$ cat src/rtl/uart_receiver.sv
// uart_receiver: 8N1 UART receiver, 16x oversampled, centre-sampled, one-clock byte strobe
module uart_receiver #(
    parameter int CLKS_PER_TICK = 325,
    parameter int OVERSAMPLE    = 16
) (
    input  logic       clk,
    input  logic       rst,
    input  logic       rx,
    output logic [7:0] data,
    output logic       data_ready
);
    localparam int PW = CLKS_PER_TICK > 1 ? $clog2(CLKS_PER_TICK) : 1;
    localparam int TW = OVERSAMPLE > 2 ? $clog2(OVERSAMPLE) : 1;
    localparam logic [PW-1:0] P_LAST = PW'(CLKS_PER_TICK - 1);
    localparam logic [TW-1:0] T_HALF = TW'(OVERSAMPLE / 2 - 1);
    localparam logic [TW-1:0] T_FULL = TW'(OVERSAMPLE - 1);

    typedef enum logic [2:0] {IDLE, START, DATA, STOP, WAIT_HIGH} state_t;

    state_t        state;
    logic [1:0]    sync;
    logic          rxs;
    logic [PW-1:0] presc;
    logic [TW-1:0] tcnt;
    logic [2:0]    bcnt;
    logic [7:0]    sr;
    logic          tick;

    assign rxs  = sync[1];
    assign tick = presc == P_LAST;

    // two-flop synchronizer for the asynchronous rx pin, idling high
    always_ff @(posedge clk or negedge rst) begin
        if (!rst) sync <= 2'b11;
        else      sync <= {sync[0], rx};
    end

    // frame FSM: prescaler, per-state tick count, bit count, shift register and registered outputs
    always_ff @(posedge clk or negedge rst) begin
        if (!rst) begin
            state      <= IDLE;
            presc      <= '0;
            tcnt       <= '0;
            bcnt       <= '0;
            sr         <= '0;
            data       <= '0;
            data_ready <= 1'b0;
        end else begin
            data_ready <= 1'b0;
            presc      <= (state == IDLE || state == WAIT_HIGH || tick) ? '0 : presc + PW'(1);
            case (state)
                IDLE: begin
                    tcnt <= '0;
                    if (!rxs) state <= START;
                end
                START: if (tick) begin
                    if (tcnt == T_HALF) begin
                        tcnt  <= '0;
                        bcnt  <= '0;
                        state <= rxs ? IDLE : DATA;
                    end else tcnt <= tcnt + TW'(1);
                end
                DATA: if (tick) begin
                    if (tcnt == T_FULL) begin
                        tcnt <= '0;
                        sr   <= {rxs, sr[7:1]};
                        bcnt <= bcnt + 3'd1;
                        if (bcnt == 3'd7) state <= STOP;
                    end else tcnt <= tcnt + TW'(1);
                end
                STOP: if (tick) begin
                    if (tcnt == T_FULL) begin
                        tcnt <= '0;
                        if (rxs) begin
                            data       <= sr;
                            data_ready <= 1'b1;
                            state      <= IDLE;
                        end else state <= WAIT_HIGH;
                    end else tcnt <= tcnt + TW'(1);
                end
                WAIT_HIGH: begin
                    tcnt <= '0;
                    if (rxs) state <= IDLE;
                end
                default: state <= IDLE;
            endcase
        end
    end
endmodule

$ cat config.mk
export PLATFORM = sky130hd
export DESIGN_NAME = uart_receiver
export DESIGN_NICKNAME = d
export VERILOG_FILES = /design/src/rtl/uart_receiver.sv
export SDC_FILE = /design/constraint.sdc
export NUM_CORES = 1
export LEC_CHECK = 0
export ABC_CLOCK_PERIOD_IN_PS = 2500
export CAP_MARGIN = 20
export CELL_PAD_IN_SITES_DETAIL_PLACEMENT = 0
export CELL_PAD_IN_SITES_GLOBAL_PLACEMENT = 2
export CORE_ASPECT_RATIO = 1.4
export CORE_MARGIN = 10
export CORE_UTILIZATION = 41
export CTS_BUF_LIST = sky130_fd_sc_hd__clkbuf_2 sky130_fd_sc_hd__clkbuf_4 sky130_fd_sc_hd__clkbuf_8
export CTS_CLUSTER_DIAMETER = 40
export CTS_CLUSTER_SIZE = 24
export DETAILED_ROUTE_END_ITERATION = 6
export PLACE_DENSITY_LB_ADDON = 0.12
export SLEW_MARGIN = 30
export SYNTH_ARGS = -nofsm -noshare
export SYNTH_HDL_FRONTEND = slang
export SYNTH_SLANG_ARGS = --single-unit
$ cat constraint.sdc
create_clock -name clk -period 2.5 [get_ports clk]
set_clock_uncertainty 0.1 [all_clocks]
set_input_delay 0.375 -clock clk [delete_from_list [all_inputs] [get_ports clk]]
set_output_delay 0.375 -clock clk [all_outputs]
set_load 0.05 [all_outputs]
Yosys cells after proc, flatten, opt, wreduce, memory -nomap -nowiden:

Index checks and enable logic that the tools add are counted.

* register bits after elaboration: 38
* logic and storage cells: 68
* input bits: 3

* add/subtract/negate cells: 3
* eq/ne operators: 18
* mux-type cells: 27
* reductions and logical operators: 12

Operator list (number)
* $mux 3: 14
* $ne 2x2->1 const B: 9
* $mux 4: 4
* $pmux 3 s5: 1
* $pmux 4 s3: 1
* $add 9x1->9 const B: 1
* $eq 9x9->1 const B: 1
* $mux 9: 1
* $reduce_and 9->1: 1
* $eq 3x2->1 const B: 2
* $eq 3x3->1 const B: 2
* $pmux 3 s2: 1
* $reduce_and 3->1: 2
* $reduce_and 5->1: 1
* $add 4x1->4 const B: 1
* $eq 4x3->1 const B: 1
* $eq 4x4->1 const B: 1
* $mux 1: 4
* $reduce_and 4->1: 1
* $reduce_or 2->1: 2
* $add 3x1->3 const B: 1
* $eq 3x1->1 const B: 1
* $logic_not 3->1: 1
* $reduce_bool 3->1: 1
* other kinds (4): 5

Depth between registers and ports, before layout:

Gate-level depths: netlist of the first run.

* depth in word-level cells: 5
* depth in mapped cells: 7
* depth with buffers taken out: 6

Worst setup path before layout of the first run:

OpenSTA, ideal clock, no wires.

* kind: register -> register
* start point: register presc[0]
* end point: register sr[0]
* arrival: 1.763 ns
* clock period less this slack: 1.988 ns
* required time: 2.275 ns
* setup slack: 0.512 ns
* stages on the path, launching flop included: 8
* cells stage by stage: dfrtp_1 inv_1 ha_1 and4b_1 nand2_2 or3_1 buf_6 mux2_4

* word-level cells in the longest chain between the ends: 2

RTL lines
* from (decl): RTL line 23 `logic [PW-1:0] presc;`
* from (signal assigned): RTL line 50 `presc <= (state == IDLE || state == WAIT_HIGH || tick) ? '0 : presc + PW'(1);`
* $eq 9x9->1: RTL line 30 `assign tick = presc == P_LAST;`
* $reduce_and 3->1 (no source line)
* to (signal assigned): RTL line 66 `sr <= {rxs, sr[7:1]};`
* to (decl): RTL line 26 `logic [7:0] sr;`

Every way passes these cells.
A chain may end at the register's enable or synchronous reset.

Final worst setup path of the first run:

* start point: register presc[0]
* end point: register sr[5]

The elaborated chain is that of the path after synthesis.

==> flow_summary.yaml, run 1 <==
run_status:
  status: "complete, no violations"
cts:
  hold_buffers: 0
  htreeDepth: 2
  clock-sinks: 38
  clk_latency_ns: 0.28
  cts_setup_buffers: 0
  cts_max_path_buffers: 2
  clk_pin_slew_worst_paths_ns: 0.07
  cts_resized: 0
  cts-root-buf: "clkbuf_8"
  cts_buffers: 5
  cts_tree: "done"
placed_design:
  gp_congestion: 0.768
  port-buffer-count: 11
  dp_slack_ns: 0.260
  placed_area_mm2: 0.00193
  hpwl_mm: 2.38
synth:
  synth_area_mm2: 0.00177
  synth_common_cells: "dfrtp_1, nor2_1, mux2_2, mux2_4, nand3_1"
  synth-simple-area-share_pct: 15.7
  yosys-top-cells-area: "dfrtp_1, mux2_2, mux2_4"
  async_flop_share_pct: 100
  synth_xor_area_share_pct: 3.95
  synth-edff-count: 0
  synth_adder_area_share_pct: 3.53
  synth.most_common_cell: "dfrtp_1"
  synth.top_cell.area_share_pct: 50.8
  synth_compound_area_share_pct: 7.12
  synth_top_flop_cell: "dfrtp_1"
  seq_area_frac_synth_pct: 53.7
  synth_warnings: 0
  synth_nets: 154
  synth_cells: 146
  muxShareOfSynthArea_pct: 13.8
  synth_top_area_cell: "dfrtp_1"
  synth.avg_cell_area_um2: 12.2
  ys_ff_latch: 38
  synth_top_family_by_area: "simple AND/OR/NAND/NOR gates"
  synth.distinct_cells: 35
setup_path:
  crit_arrival_ns: 2.30
  reg2reg_to: "sr[5]$_DFFE_PN0P_"
  r2r-start: "presc[0]$_DFF_PN0_"
  r2r_slack_ns: 0.27
  cp.required_ns: 2.57
  rr_worst_depth: 6
  cp-end-kind: "flip-flop"
  cp-start-kind: "flip-flop"
  critPathKind: "flip-flop to flip-flop"
  critPathMaxFanout: 8
sta:
  rsz0062_at_grt: "false"
  layout_setup_ws_ns: 0.272
  hold_viol: 0
  finalSetupViolations: 0
  fin_crit_ns: 2.23
  tns_ns: 0
  slew_violations: 0
  slew_headroom_pct: 44.4
  tightest_slew_ns: 0.833
  fin_crit_sh_pct: 89.1
  fmax_mhz: 449
route:
  first_iter_violations: 36
  viasPerCell: 5.43
  drc: 0
  vias: 1134
  final_antenna_net_count: 0
  routedWlPerCell_um: 15.4
  drt_wl_total_mm: 3.22
  drt-pass1-iter-count: 4
global_route:
  antenna_found_initial: 0
  track_usage_pct: 9.98
  grt_max_degree: 39
  grt_pass1_vias: 1192
  grt_pass1_wl_mm: 5.74
  overflow: 0
power:
  p_per_area_mw_per_mm2: 564
  ir_drop_mv: 0.443
  p_leak_nw: 0.938
cells_and_area:
  fin_area_mm2: 0.00205
  layout-drive-gt1-share_pct: 22.6
  layout.nets: 171
  diodes: 0
  nFillCells: 390
  seqCellArea_um2: 953
  synthToLayoutAreaGrowth_pct: 15.4
  multi_input_area_um2: 782
floorplanning:
  num_rows: 28
  die_x_um: 75.6
  dieArea_mm2: 0.00740
  die_h_um: 97.8
  num_io_pins: 12
  start_util_pct: 42.2
  core_mm2: 0.00420
hold_path:
  hold_class: "input port to async pin"
flow_run:
  drv_cap: 0
-- cell type report --
| cell class | count | share of cell area, % |
|---|---|---|
| Clock buffer | 7 | 4.09 |
| Clock inverter | 1 | 1.47 |
| Inverter | 4 | 0.733 |
| Multi-Input combinational cell | 100 | 38.2 |
| Sequential cell | 38 | 46.5 |
| Tap cell | 45 | 2.75 |
| Timing Repair Buffer | 14 | 6.23 |
-- how the worst max path moves through the flow --
stage                  startpoint           endpoint  slack [ns]  depth (start not counted)
6_report       presc[0]$_DFF_PN0_  sr[5]$_DFFE_PN0P_        0.27                          6
5_1_grt        presc[5]$_DFF_PN0_  sr[7]$_DFFE_PN0P_        0.13                          4
4_1_cts        presc[5]$_DFF_PN0_  sr[5]$_DFFE_PN0P_        0.26                          4
3_5_place_dp   presc[0]$_DFF_PN0_  sr[7]$_DFFE_PN0P_        0.26                          6
3_3_place_gp   presc[0]$_DFF_PN0_  sr[7]$_DFFE_PN0P_        0.34                          6
2_1_floorplan  presc[0]$_DFF_PN0_  sr[0]$_DFFE_PN0P_        0.51                          7
-- worst max-delay path, cell delays in order (launching register included) --
cell and delay (ns):
dfrtp_1 0.41, inv_1 0.07, ha_1 0.13, and4b_1 0.29
nand2_2 0.12, or3_1 0.61, mux2_4 0.37
-- per-stage QoR --
step	std cells	hold WS, ns	total power, mW	utilization [%]
finish	209	0.0895	1.16	48.7
detailed placement	201	0.256	0.647	46.0
global route	209	0.144	1.21	48.7
floorplan	146	-0.0206	0.632	-
global placement	201	0.248	0.646	46.0
CTS	209	0.113	1.18	48.7
-- layer usage --
metal | wire length [µm] | track usage [%] | part of all wire [%] | up-vias
met1 | 1270 | 10.7 | 39 | 561
met4 | 70 | 4.73 | 2.2 | 0
li1 | - | - | - | 552
met2 | 1740 | 17.0 | 54 | 15
met3 | 140 | 3.04 | 4.4 | 6
met5 | 0 | 0 | 0 | -
-- state kept, by name, summed over array words and instances, names as in the netlist --
register,flops
bcnt,3
data,8
data_ready,1
presc,9
sr,8
state,3
sync,2
tcnt,4
-- cells in the final DEF (no fill, tap or decap), drive strengths merged, types with 6 or more instances in the layout --
| cell type | netlist | final |
|---|---|---|
| dfrtp | 36 | 36 |
| nand2 | 7 | 7 |
| nor2 | 16 | 16 |
| clkdlybuf4s50 | 0 | 10 |
| clkbuf | 2 | 7 |
| nor3 | 6 | 6 |
| mux2 | 19 | 19 |
| nand3 | 8 | 8 |
-- where the power goes --
| group | total, mW | internal (mW) | switching [mW] |
|---|---|---|---|
| combinational | 0.0149 | 0.00265 | 0.0122 |
| clock | 0.521 | 0.320 | 0.201 |
| sequential | 0.619 | 0.618 | 0.00174 |
-- cell families (layout without fill, tap and decap cells) --
group / count (synthesis) / in the layout
XOR/XNOR: 8 / 8
multiplexers: 19 / 19
AND/OR/NAND/NOR: 51 / 51
AO/OA/AOI/OAI: 17 / 17
adder cells (fa/ha/maj): 5 / 5
flip-flops: 38 / 38
buffers and inverters: 8 / 26
Note: power is estimated with default switching activity, not from simulation.
==> run 2: changes to the inputs <==
--- a/config.mk
+++ b/config.mk
@@ -16,6 +16,7 @@
 export CTS_CLUSTER_DIAMETER = 40
 export CTS_CLUSTER_SIZE = 24
 export DETAILED_ROUTE_END_ITERATION = 6
+export MAX_ROUTING_LAYER = met4
 export PLACE_DENSITY_LB_ADDON = 0.12
 export SLEW_MARGIN = 30
 export SYNTH_ARGS = -nofsm -noshare
==> flow_summary.yaml, run 2 (synthesis results as in run 1) <==
placed_design:
  gp_congestion: 0.779
  hpwl_mm: 2.38
  dp_cells: 201
  port-buffer-count: 11
floorplanning:
  dieArea_mm2: 0.00740
  num_io_pins: 12
  die_x_um: 75.6
  start_util_pct: 42.2
  core_mm2: 0.00420
  die_h_um: 97.8
  num_rows: 28
cells_and_area:
  reg_top3: "presc x9, data x8, sr x8"
  regMostFlops: "presc"
  multi_input_area_um2: 782
  layout.nets: 171
  synthToLayoutAreaGrowth_pct: 15.4
  postLayoutCoreUtil_pct: 48.7
  final_cell_mix: "dfrtp_1, nor2_1, mux2_2, clkdlybuf4s50_1"
  largest_reg_flops: 9
  final_common_cell: "dfrtp_1"
  nFillCells: 390
  diodes: 0
  layout-drive-gt1-share_pct: 22.6
  fin_cells: 209
  seqCellArea_um2: 953
sta:
  tightest_slew_ns: 0.833
  fmax_mhz: 449
  tns_ns: 0
  rsz0062_at_grt: "false"
  finalSetupViolations: 0
  fin_crit_ns: 2.23
  slew_headroom_pct: 44.4
  fin_crit_sh_pct: 89.1
  hold_viol: 0
  whs_ns: 0.0891
  slew_violations: 0
global_route:
  grt_pass1_wl_mm: 5.74
  grt_pass1_vias: 1193
  track_usage_pct: 10.3
  grt_max_degree: 39
  antenna_found_initial: 0
  overflow: 0
route:
  drc: 0
  viasPerCell: 5.43
  first_iter_violations: 36
  vias: 1134
  final_antenna_net_count: 0
  routedWlPerCell_um: 15.4
  drt-pass1-iter-count: 4
  drt_wl_total_mm: 3.22
cts:
  cts_resized: 0
  cts_setup_buffers: 0
  htreeDepth: 2
  cts-root-buf: "clkbuf_8"
  clk_pin_slew_worst_paths_ns: 0.07
  hold_buffers: 0
  cts_tree: "done"
  clk_latency_ns: 0.28
  clock-sinks: 38
  cts_max_path_buffers: 2
  cts_buffers: 5
setup_path:
  cp-start-kind: "flip-flop"
  r2r_slack_ns: 0.27
  critPathKind: "flip-flop to flip-flop"
  cp-end-kind: "flip-flop"
  critPathMaxFanout: 8
  cp.required_ns: 2.57
  crit_arrival_ns: 2.30
power:
  ir_drop_mv: 0.442
  clockPowerShare_pct: 45.1
  seqPwrFrac_pct: 53.6
  internal_power_uw: 940
  p_switching_uw: 215
  total_power_mw: 1.16
  swShare_pct: 18.6
  p_per_area_mw_per_mm2: 564
  comb_power_share_pct: 1.3
  p_leak_nw: 0.938
run_status:
  status: "complete, no violations"
hold_path:
  hold_class: "input port to async pin"
flow_run:
  drv_cap: 0
-- run 2: cell counts in the layout (fill, tap and decap cells not counted) --
Identical to the previous run, type by type.
-- run 2: path summary, 6_finish.rpt --
kind | startpoint | end | cells past startpoint
worst max-delay path | presc[0]$_DFF_PN0_ | sr[5]$_DFFE_PN0P_ | 6
worst min-delay path | rst | data[5]$_DFFE_PN0P_ | 1
worst max register to register | presc[0]$_DFF_PN0_ | sr[5]$_DFFE_PN0P_ | 6
worst min register to register | sync[0]$_DFF_PN1_ | sync[1]$_DFF_PN1_ | 0
max in group asynchronous | rst | tcnt[2]$_DFFE_PN0P_ | 1
min in group clk | sync[0]$_DFF_PN1_ | sync[1]$_DFF_PN1_ | 0
-- run 2: per-stage QoR --
stage	setup slack [ns]	instance area [µm²]
6_report	0.272	2050
5_1_grt	0.132	2050
4_1_cts	0.258	2050
3_5_place_dp	0.260	1930
3_3_place_gp	0.336	1930
2_1_floorplan	0.512	1770
-- run 2: per-layer routing --
layer	vias up	global-route usage, %	wire, µm	part of all wire, %
met4	0	4.73	69	2.1
met5	-	-	0	0
met1	561	10.7	1270	39
met2	15	17.0	1740	54
li1	552	-	-	-
met3	6	3.04	140	4.4
-- run 2: power groups by stage --
stage               clock [mW]  sequential (mW)  combinational [mW]
detailed placement           0            0.631              0.0162
floorplan                    0            0.630             0.00123
global route             0.577            0.619              0.0179
global placement             0            0.631              0.0154
finish                   0.521            0.619              0.0149
CTS                      0.545            0.619              0.0162
-- run 2: final cells by class --
class / instances / share of cell area [%]
inverter: 4 / 0.733
clock inverter: 1 / 1.47
timing repair buffer: 14 / 6.23
tap: 45 / 2.75
multi-input combinational: 100 / 38.2
clock buffer: 7 / 4.09
sequential: 38 / 46.5
-- run 2: worst max-delay path, stage by stage (launching register included) --
cell and delay, ns:
dfrtp_1 0.41, inv_1 0.07, ha_1 0.13, and4b_1 0.29
nand2_2 0.12, or3_1 0.61, mux2_4 0.37
==> run 3: changes to the inputs <==
--- a/config.mk
+++ b/config.mk
@@ -5,18 +5,16 @@
 export SDC_FILE = /design/constraint.sdc
 export NUM_CORES = 1
 export LEC_CHECK = 0
-export ABC_CLOCK_PERIOD_IN_PS = 2500
+export ABC_CLOCK_PERIOD_IN_PS = 2800
 export CAP_MARGIN = 20
 export CELL_PAD_IN_SITES_DETAIL_PLACEMENT = 0
 export CELL_PAD_IN_SITES_GLOBAL_PLACEMENT = 2
-export CORE_ASPECT_RATIO = 1.4
 export CORE_MARGIN = 10
-export CORE_UTILIZATION = 41
+export CORE_UTILIZATION = 45
 export CTS_BUF_LIST = sky130_fd_sc_hd__clkbuf_2 sky130_fd_sc_hd__clkbuf_4 sky130_fd_sc_hd__clkbuf_8
 export CTS_CLUSTER_DIAMETER = 40
 export CTS_CLUSTER_SIZE = 24
 export DETAILED_ROUTE_END_ITERATION = 6
-export MAX_ROUTING_LAYER = met4
 export PLACE_DENSITY_LB_ADDON = 0.12
 export SLEW_MARGIN = 30
 export SYNTH_ARGS = -nofsm -noshare
==> constraint.sdc (replaced) <==
create_clock -name clk -period 2.8 [get_ports clk]
set_clock_uncertainty 0.1 [all_clocks]
set_input_delay 0.42 -clock clk [delete_from_list [all_inputs] [get_ports clk]]
set_output_delay 0.42 -clock clk [all_outputs]
set_load 0.05 [all_outputs]
==> flow_summary.yaml, run 3 (synthesis results as in run 1) <==
cts:
  cts_setup_buffers: 0
  cts_resized: 0
  clock-sinks: 38
  htreeDepth: 2
  cts-root-buf: "clkbuf_8"
  clk_pin_slew_worst_paths_ns: 0.08
  cts_buffers: 5
  hold_buffers: 0
  cts_tree: "done"
  clk_latency_ns: 0.30
  cts_max_path_buffers: 2
cells_and_area:
  layout.nets: 169
  diodes: 0
  regMostFlops: "presc"
  final_common_cell: "dfrtp_1"
  multi_input_area_um2: 782
  nFillCells: 345
  final_cell_mix: "dfrtp_1, nor2_1, mux2_2, clkdlybuf4s50_1"
  postLayoutCoreUtil_pct: 55.0
  reg_top3: "presc x9, data x8, sr x8"
  synthToLayoutAreaGrowth_pct: 16.1
  layout-drive-gt1-share_pct: 21.6
  seqCellArea_um2: 953
  largest_reg_flops: 9
power:
  total_power_mw: 1.13
  comb_power_share_pct: 1.2
  clockPowerShare_pct: 50.1
  internal_power_uw: 910
  swShare_pct: 19.7
  p_per_area_mw_per_mm2: 550
  seqPwrFrac_pct: 48.7
  p_leak_nw: 0.937
  ir_drop_mv: 0.281
  p_switching_uw: 224
setup_path:
  cp-start-kind: "flip-flop"
  r2r_slack_ns: 0.58
  cp.required_ns: 2.89
  critPathKind: "flip-flop to flip-flop"
  cp-end-kind: "flip-flop"
  critPathMaxFanout: 8
  cp_top_family: "simple AND/OR/NAND/NOR gates"
  path_cells: "inv_1 > ha_1 > and4b_1 > nand2_2 > or3_1 > mux2_4"
  crit_buf_inv: 1
  rr_worst_depth: 6
  crit_arrival_ns: 2.30
  r2r-start: "presc[0]$_DFF_PN0_"
  cp_slowest_cell: "or3_1"
  cp_slowest_stage_delay_ns: 0.60
  reg2reg_to: "sr[5]$_DFFE_PN0P_"
floorplanning:
  core_mm2: 0.00374
  num_rows: 22
  start_util_pct: 47.4
  dieArea_mm2: 0.00685
  die_x_um: 82.8
  num_io_pins: 12
  die_h_um: 82.8
sta:
  slew_headroom_pct: 45.1
  fin_crit_ns: 2.22
  fin_crit_sh_pct: 79.1
  tns_ns: 0
  slew_violations: 0
  whs_ns: 0.110
  tightest_slew_ns: 0.824
  finalSetupViolations: 0
  fmax_mhz: 451
  hold_viol: 0
  rsz0062_at_grt: "false"
global_route:
  overflow: 0
  grt_pass1_wl_mm: 5.70
  grt_pass1_vias: 1193
  grt_max_degree: 39
  antenna_found_initial: 0
  track_usage_pct: 11.1
run_status:
  status: "complete, no violations"
route:
  routedWlPerCell_um: 15.1
  final_antenna_net_count: 0
  viasPerCell: 5.49
  vias: 1153
  first_iter_violations: 29
  drt-pass1-iter-count: 4
  drt_wl_total_mm: 3.18
  drc: 0
flow_run:
  drv_cap: 0
hold_path:
  hold_class: "input port to async pin"
placed_design:
  gp_congestion: 0.804
  port-buffer-count: 11
  hpwl_mm: 2.23
## run 3: per-stage QoR
| stage | cell area [µm²] | std cells | setup WS (ns) |
|---|---|---|---|
| 6_report | 2060 | 210 | 0.584 |
| 4_1_cts | 2060 | 210 | 0.594 |
| 5_1_grt | 2060 | 210 | 0.433 |
| 2_1_floorplan | 1770 | 146 | 0.812 |
| 3_3_place_gp | 1920 | 202 | 0.641 |
| 3_5_place_dp | 1920 | 202 | 0.598 |
## run 3: worst max-delay path by stage
stage | slack, ns | from | end | cells after the start
2_1_floorplan | 0.81 | presc[0]$_DFF_PN0_ | sr[0]$_DFFE_PN0P_ | 7
3_3_place_gp | 0.64 | presc[0]$_DFF_PN0_ | sr[2]$_DFFE_PN0P_ | 6
3_5_place_dp | 0.60 | presc[0]$_DFF_PN0_ | sr[7]$_DFFE_PN0P_ | 6
4_1_cts | 0.59 | presc[0]$_DFF_PN0_ | sr[5]$_DFFE_PN0P_ | 6
5_1_grt | 0.43 | presc[0]$_DFF_PN0_ | sr[7]$_DFFE_PN0P_ | 6
6_report | 0.58 | presc[0]$_DFF_PN0_ | sr[5]$_DFFE_PN0P_ | 6
## run 3: per-layer routing
| metal | part of all wire, % | routed length [µm] | GRT usage, % | vias to the layer above |
|---|---|---|---|---|
| met5 | 0 | 0 | 0 | - |
| li1 | - | - | - | 549 |
| met1 | 45 | 1420 | 13.3 | 563 |
| met3 | 6.2 | 196 | 4.74 | 10 |
| met4 | 2.4 | 75 | 4.52 | 0 |
| met2 | 47 | 1490 | 17.1 | 31 |
## run 3: power groups by stage
stage	Combinational (mW)	Sequential, mW	Clock (mW)
4_1_cts	0.0146	0.552	0.575
3_3_place_gp	0.0138	0.563	0
3_5_place_dp	0.0146	0.563	0
5_1_grt	0.0162	0.553	0.605
6_report	0.0133	0.552	0.569
2_1_floorplan	0.00109	0.563	0
## run 3: worst register-to-register path: stages (launching register included)
cell	delay, ns
dfrtp_1	0.43
inv_1	0.07
ha_1	0.13
and4b_1	0.28
nand2_2	0.12
or3_1	0.60
mux2_4	0.38
## run 3: final cells by class
class,instances,area share [%]
Tap cell,48,2.91
Multi-Input combinational cell,100,37.9
Sequential cell,38,46.3
Clock buffer,5,3.34
Inverter,4,0.729
Timing Repair Buffer,12,5.46
Clock inverter,3,3.34
